[config.mk]
export PLATFORM = sky130hd
export DESIGN_NAME = rv32_regfile_alu_unit
export DESIGN_NICKNAME = d
export VERILOG_FILES = /design/src/rtl/rv32_regfile_alu_unit.sv
export SDC_FILE = /design/constraint.sdc
export NUM_CORES = 2
export LEC_CHECK = 0
export CAP_MARGIN = 20
export CORE_AREA = 2 2 376 378
export CTS_CLUSTER_DIAMETER = 150
export DETAILED_ROUTE_END_ITERATION = 7
export DIE_AREA = 0 0 378 380
export PLACE_DENSITY = 0.69
export RECOVER_POWER = 50
export SLEW_MARGIN = 0
export SYNTH_ARGS = -nofsm -noshare
export SYNTH_HDL_FRONTEND = slang
export SYNTH_SLANG_ARGS = --single-unit
[constraint.sdc]
create_clock -name clk -period 15.9 [get_ports clk]
set_clock_uncertainty 0.2 [all_clocks]
set_input_delay 3.18 -clock clk [delete_from_list [all_inputs] [get_ports clk]]
set_output_delay 3.18 -clock clk [all_outputs]
set_load 0.03 [all_outputs]
[src/rtl/rv32_regfile_alu_unit.sv]
// rv32_regfile_alu_unit
//   RV32I execution datapath slice: 32x32 integer register file, ALU-control
//   decoder and combinational 32-bit ALU.
//
// Ports:
//   clk, resetn            clock (rising edge), synchronous active-low reset
//   rs1, rs2 -> rdata1/2   asynchronous register reads (x0 reads 0)
//   w, wdata, we           register write port (writes to x0 ignored)
//   fmt, funct3, funct7    instruction format code and function fields
//   alu_ctrl               decoded ALU operation
//   alu_a, alu_b           ALU operands
//   alu_result             ALU result (combinational, independent of reset)
//
// Optional feature macro: RF_BYPASS_EN
//   Defined: a read of the register being written in the same cycle returns
//   wdata (write-first forwarding), suppressed while resetn=0.
//   Undefined: reads return stored contents only.

module rv32_regfile_alu_unit #(
  parameter int unsigned XLEN  = 32,
  parameter int unsigned NREGS = 32
) (
  input  logic            clk,
  input  logic            resetn,
  input  logic [4:0]      rs1,
  input  logic [4:0]      rs2,
  input  logic [4:0]      w,
  input  logic [XLEN-1:0] wdata,
  input  logic            we,
  output logic [XLEN-1:0] rdata1,
  output logic [XLEN-1:0] rdata2,
  input  logic [3:0]      fmt,
  input  logic [2:0]      funct3,
  input  logic [6:0]      funct7,
  input  logic [XLEN-1:0] alu_a,
  input  logic [XLEN-1:0] alu_b,
  output logic [3:0]      alu_ctrl,
  output logic [XLEN-1:0] alu_result
);

  typedef enum logic [3:0] {
    ALU_ADD  = 4'd0,
    ALU_SUB  = 4'd1,
    ALU_SLL  = 4'd2,
    ALU_SLT  = 4'd3,
    ALU_SLTU = 4'd4,
    ALU_XOR  = 4'd5,
    ALU_SRL  = 4'd6,
    ALU_SRA  = 4'd7,
    ALU_OR   = 4'd8,
    ALU_AND  = 4'd9
  } alu_op_e;

  localparam logic [3:0] FMT_R = 4'd0;
  localparam logic [3:0] FMT_I = 4'd1;

  // ---------------------------------------------------------------------------
  // Register file
  // ---------------------------------------------------------------------------
  logic [XLEN-1:0] regs_q [NREGS];
  logic [XLEN-1:0] regs_d [NREGS];
  logic            wr_en;

  assign wr_en = resetn && we && (w != '0);

  always_comb begin
    regs_d = regs_q;
    if (!resetn) begin
      regs_d = '{default: '0};
    end else if (wr_en) begin
      regs_d[w] = wdata;
    end
  end

  always_ff @(posedge clk) begin
    regs_q <= regs_d;
  end

`ifdef RF_BYPASS_EN
  // wr_en already excludes x0 and reset, so forwarding never overrides x0.
  always_comb begin
    rdata1 = (rs1 == '0) ? '0 : regs_q[rs1];
    rdata2 = (rs2 == '0) ? '0 : regs_q[rs2];
    if (wr_en && (rs1 == w)) rdata1 = wdata;
    if (wr_en && (rs2 == w)) rdata2 = wdata;
  end
`else
  always_comb begin
    rdata1 = (rs1 == '0) ? '0 : regs_q[rs1];
    rdata2 = (rs2 == '0) ? '0 : regs_q[rs2];
  end
`endif

  // ---------------------------------------------------------------------------
  // ALU-control decoder
  // ---------------------------------------------------------------------------
  alu_op_e op;
  logic    unused_funct7;

  assign unused_funct7 = ^{funct7[6], funct7[4:0]};

  always_comb begin
    op = ALU_ADD;
    if (fmt == FMT_R || fmt == FMT_I) begin
      unique case (funct3)
        3'd0: op = (fmt == FMT_R && funct7[5]) ? ALU_SUB : ALU_ADD;
        3'd1: op = ALU_SLL;
        3'd2: op = ALU_SLT;
        3'd3: op = ALU_SLTU;
        3'd4: op = ALU_XOR;
        3'd5: op = funct7[5] ? ALU_SRA : ALU_SRL;
        3'd6: op = ALU_OR;
        3'd7: op = ALU_AND;
      endcase
    end
  end

  assign alu_ctrl = op;

  // ---------------------------------------------------------------------------
  // ALU
  // ---------------------------------------------------------------------------
  logic [4:0] shamt;

  assign shamt = alu_b[4:0];

  always_comb begin
    alu_result = '0;
    case (alu_ctrl)
      ALU_ADD:  alu_result = alu_a + alu_b;
      ALU_SUB:  alu_result = alu_a - alu_b;
      ALU_SLL:  alu_result = alu_a << shamt;
      ALU_SLT:  alu_result = {{(XLEN-1){1'b0}}, ($signed(alu_a) < $signed(alu_b))};
      ALU_SLTU: alu_result = {{(XLEN-1){1'b0}}, (alu_a < alu_b)};
      ALU_XOR:  alu_result = alu_a ^ alu_b;
      ALU_SRL:  alu_result = alu_a >> shamt;
      ALU_SRA:  alu_result = $unsigned($signed(alu_a) >>> shamt);
      ALU_OR:   alu_result = alu_a | alu_b;
      ALU_AND:  alu_result = alu_a & alu_b;
      default:  alu_result = '0;
    endcase
  end

endmodule

==> impl_metrics.prom <==
# TYPE chip_impl_metric gauge
chip_impl_info{name="outcome",value="complete, but fails checks"} 1
chip_impl_info{name="failing_checks",value="capacitance limit, slew limit"} 1
chip_impl_info{name="startpoint_type",value="input pin"} 1
chip_impl_metric{name="number_of_standard_cells_after_synthesis",unit=""} 6765
chip_impl_info{name="timing.critical_path.cells",value="clkbuf_1, and3_1, nand3_1, nor2_1, clkbuf_1, nand2_1, a21boi_0"} 1
chip_impl_metric{name="worst_hold_slack",unit="ns"} 0.2758
chip_impl_info{name="synth.area.top_cells",value="dfxtp_1 (33%), mux4_2 (25%), nand2_1 (13%)"} 1
chip_impl_metric{name="core_area",unit="mm^2"} 0.1392
chip_impl_metric{name="layout-area-overhead-vs-synth",unit="%"} 11.46
chip_impl_metric{name="setup_violations",unit=""} 0
chip_impl_metric{name="min_period",unit="ns"} 12.36
chip_impl_metric{name="routed-via-count",unit=""} 55300
chip_impl_metric{name="mappedNetlistArea",unit="mm^2"} 0.06228
chip_impl_metric{name="finalNetCount",unit=""} 6808
chip_impl_metric{name="initial_utilization",unit="%"} 44.75
chip_impl_metric{name="tightest_slew",unit="ns"} 7.315
chip_impl_metric{name="floorplan.die.height",unit="um"} 380
chip_impl_metric{name="ctsHoldBuffers",unit=""} 0
chip_impl_metric{name="worst_ep_required_time",unit="ns"} 16.31
chip_impl_metric{name="numClockSinks",unit=""} 1024
chip_impl_metric{name="clock_path_buffers",unit=""} 3
chip_impl_metric{name="clock_insertion_delay_worst_skew",unit="ns"} 0.70
chip_impl_metric{name="cp.arrival",unit="ns"} 12.77
chip_impl_metric{name="slew_headroom",unit="%"} -387.7
chip_impl_metric{name="detail_route.drc_violations",unit=""} 0
chip_impl_metric{name="synth_cell_types",unit=""} 91
chip_impl_metric{name="finalHoldViolations",unit=""} 0
chip_impl_metric{name="worst_setup_hold_path_clk_slew",unit="ns"} 0.06
chip_impl_metric{name="post_route_cells_drive_above_1_share",unit="%"} 16.08
chip_impl_metric{name="vias_per_cell",unit=""} 6.468
chip_impl_metric{name="grt_pass1_vias",unit=""} 52250
chip_impl_metric{name="largest_reg_flops",unit=""} 1024
chip_impl_metric{name="layout_worst_path_cycle_share",unit="%"} 77.73
chip_impl_metric{name="post_cts_setup_buffer_count",unit=""} 0
chip_impl_metric{name="syn_avg_cell_area",unit="um^2"} 9.207
chip_impl_metric{name="critPathBufInv",unit=""} 2
chip_impl_metric{name="final_max_slew_viol_count",unit=""} 1135
chip_impl_info{name="critical_path.top_delay_family",value="buffers and inverters"} 1
chip_impl_metric{name="avgRoutedWirePerCell",unit="um"} 27.96
chip_impl_metric{name="numCtsBuffers",unit=""} 108
chip_impl_metric{name="io_pins",unit=""} 228
chip_impl_metric{name="total_die_area",unit="mm^2"} 0.1436
chip_impl_metric{name="cp_slowest_stage_delay",unit="ns"} 4.99
chip_impl_metric{name="timing.setup.tns",unit="ns"} 0
chip_impl_metric{name="async_reset_ff_share",unit="%"} 0
chip_impl_metric{name="power.ir.vdd_worst",unit="mV"} 0.07738
chip_impl_metric{name="detailedRoute.firstPassIterationCount",unit=""} 6
chip_impl_metric{name="grt_start_max_net_pins",unit=""} 276
chip_impl_metric{name="maximum_fanout_along_the_worst_path",unit=""} 189
chip_impl_info{name="reg_top3",value="regs_q: 1024 flops"} 1
chip_impl_metric{name="maxClockFrequency",unit="GHz"} 0.08091
chip_impl_metric{name="grt_antenna_before_repair",unit=""} 23
chip_impl_metric{name="seq_area_frac_synth",unit="%"} 32.91
chip_impl_metric{name="power.density_cell_area",unit="mW/mm^2"} 85.14
chip_impl_info{name="hold_class",value="register to register"} 1
chip_impl_info{name="largest_register",value="regs_q"} 1
chip_impl_metric{name="fill_cells",unit=""} 12660
chip_impl_info{name="critPathCaptureType",value="register"} 1
chip_impl_metric{name="post_synth_edffs",unit=""} 0
chip_impl_metric{name="io_port_bufs",unit=""} 221
chip_impl_metric{name="dp.final_hpwl",unit="um"} 143300
chip_impl_info{name="yosys_most_used_dff",value="dfxtp_1"} 1
chip_impl_metric{name="track_usage",unit="%"} 32.26
chip_impl_metric{name="detail-route-antenna-nets",unit=""} 0
chip_impl_info{name="synth_largest_area_cell",value="dfxtp_1"} 1
chip_impl_metric{name="ys_ff_latch",unit=""} 1024
chip_impl_metric{name="p_leak",unit="nW"} 22.76
chip_impl_metric{name="dieWidth",unit="um"} 378
chip_impl_info{name="setup.worst_path.class",value="input pin to register"} 1
chip_impl_metric{name="overflow_after_grt",unit=""} 0
chip_impl_metric{name="synthesis.nets",unit=""} 6992
chip_impl_info{name="cts.root.buffer_cell",value="clkbuf_16"} 1
chip_impl_info{name="cts_tree",value="built"} 1
chip_impl_metric{name="grt_pass1_wl",unit="um"} 346500
chip_impl_metric{name="yosys_warnings",unit=""} 0
chip_impl_metric{name="placement_rows",unit=""} 137
chip_impl_metric{name="max_cap_viols",unit=""} 32
chip_impl_metric{name="post-synth-top-area-fraction",unit="%"} 32.91
chip_impl_metric{name="drt_wl_total",unit="um"} 239000
chip_impl_metric{name="drtIter0Drc",unit=""} 8206
chip_impl_info{name="grt_setup_unrepaired",value="false"} 1
chip_impl_metric{name="routability_cong",unit=""} 0.9849
chip_impl_info{name="cpMaxStageDelayCell",value="clkbuf_1"} 1
chip_impl_metric{name="postCtsResizedCells",unit=""} 0
chip_impl_metric{name="setup.reg_to_reg.worst_slack",unit="ns"} 14.90
chip_impl_info{name="path_common_cell",value="clkbuf_1"} 1
chip_impl_metric{name="htree_num_levels",unit=""} 3
[metal layers]
metal | part of all wire, % | routed length [um] | GRT usage, %
met1 | 38 | 91100 | 43.83
met2 | 43 | 104000 | 47.14
met3 | 13 | 30640 | 8.543
met4 | 5.5 | 13190 | 16.63
met5 | 0.043 | 103 | 0
[placed cells by master (no fill, tap or decap), types with 97 or more instances in the layout]
cell type / instances
clkdlybuf4s50_1: 204
o21ai_0: 103
nand2_1: 2125
nor2_1: 241
ha_1: 97
clkbuf_16: 119
buf_4: 100
dfxtp_1: 1024
a21boi_0: 993
mux2i_1: 110
a21oi_1: 136
mux4_2: 682
[where the power goes]
part / switching, mW / leakage [nW] / internal [mW]
clock network: 1.08 / 1.72 / 1.44
logic: 0.497 / 12.8 / 0.311
registers: 0.00717 / 8.25 / 2.58
[through the flow]
| step | power, mW | utilization (%) | setup slack (ns) | cells | cell area, um^2 |
|---|---|---|---|---|---|
| detailed placement | 3.405 | 47.18 | 4.622 | 8327 | 65670 |
| global route | 6.056 | 49.88 | 3.135 | 8547 | 69420 |
| floorplan | 3.150 | - | 5.817 | 6765 | 62280 |
| global placement | 3.399 | 47.06 | 4.623 | 8319 | 65500 |
| finish | 5.911 | 49.88 | 3.541 | 8549 | 69430 |
| CTS | 5.875 | 49.67 | 4.600 | 8516 | 69140 |
[cell type report]
type,count,area [um^2],share of cell area [%]
Inverter,94,352.8,0.5082
Timing Repair Buffer,367,3710,5.344
Sequential cell,1024,20500,29.53
Clock inverter,27,267.8,0.3857
Antenna cell,13,32.53,0.04686
Multi-Input combinational cell,4986,39020,56.20
Tap cell,1876,2347,3.381
Clock buffer,162,3199,4.608
[worst min-delay path, stage by stage (launching register included)]
cell	delay, ns
dfxtp_1	0.31
nand2_1	0.05
a21boi_0	0.06
[final timing paths]
| kind | start | to | cells past startpoint |
|---|---|---|---|
| hold reg to reg | regs_q[684] | regs_q[684] | 2 |
| setup / recovery | resetn | regs_q[28] | 7 |
| hold / removal | regs_q[684] | regs_q[684] | 2 |
| setup reg to reg | regs_q[460] | regs_q[460] | 2 |
[synth_stat cells, drive strengths merged, types with 6 or more instances]
library cell	instances
nand2	2144
dfxtp	1024
a21boi	995
mux4	684
clkbuf	550
nor2	263
a21oi	136
o21ai	114
buf	111
mux2i	110
ha	97
inv	93
and2	41
nand3	41
nor3	35
o211ai	29
a211oi	26
o22ai	17
o31ai	14
a221oi	13
a31oi	13
nor2b	13
nor4	13
o21bai	13
mux2	11
a211o	10
nand2b	10
a21o	9
and3	8
o21a	8
o221ai	8
xnor2	8
nand4	7
or3	7
a221o	6
a22oi	6
nor3b	6
or2	6
[cell families (layout without fill, tap and decap cells)]
family | Yosys count | in the layout | share of synthesized area, %
AO/OA/AOI/OAI | 1470 | 1470 | 16.99
XOR/XNOR | 8 | 8 | 0.1125
flip-flops | 1024 | 1024 | 32.91
other | 0 | 13 | 0
buffers and inverters | 755 | 650 | 4.791
AND/OR/NAND/NOR | 2604 | 2604 | 16.46
multiplexers | 805 | 805 | 26.71
adder cells (fa/ha/maj) | 99 | 99 | 2.013
Note: power is estimated with default switching activity, not from simulation.
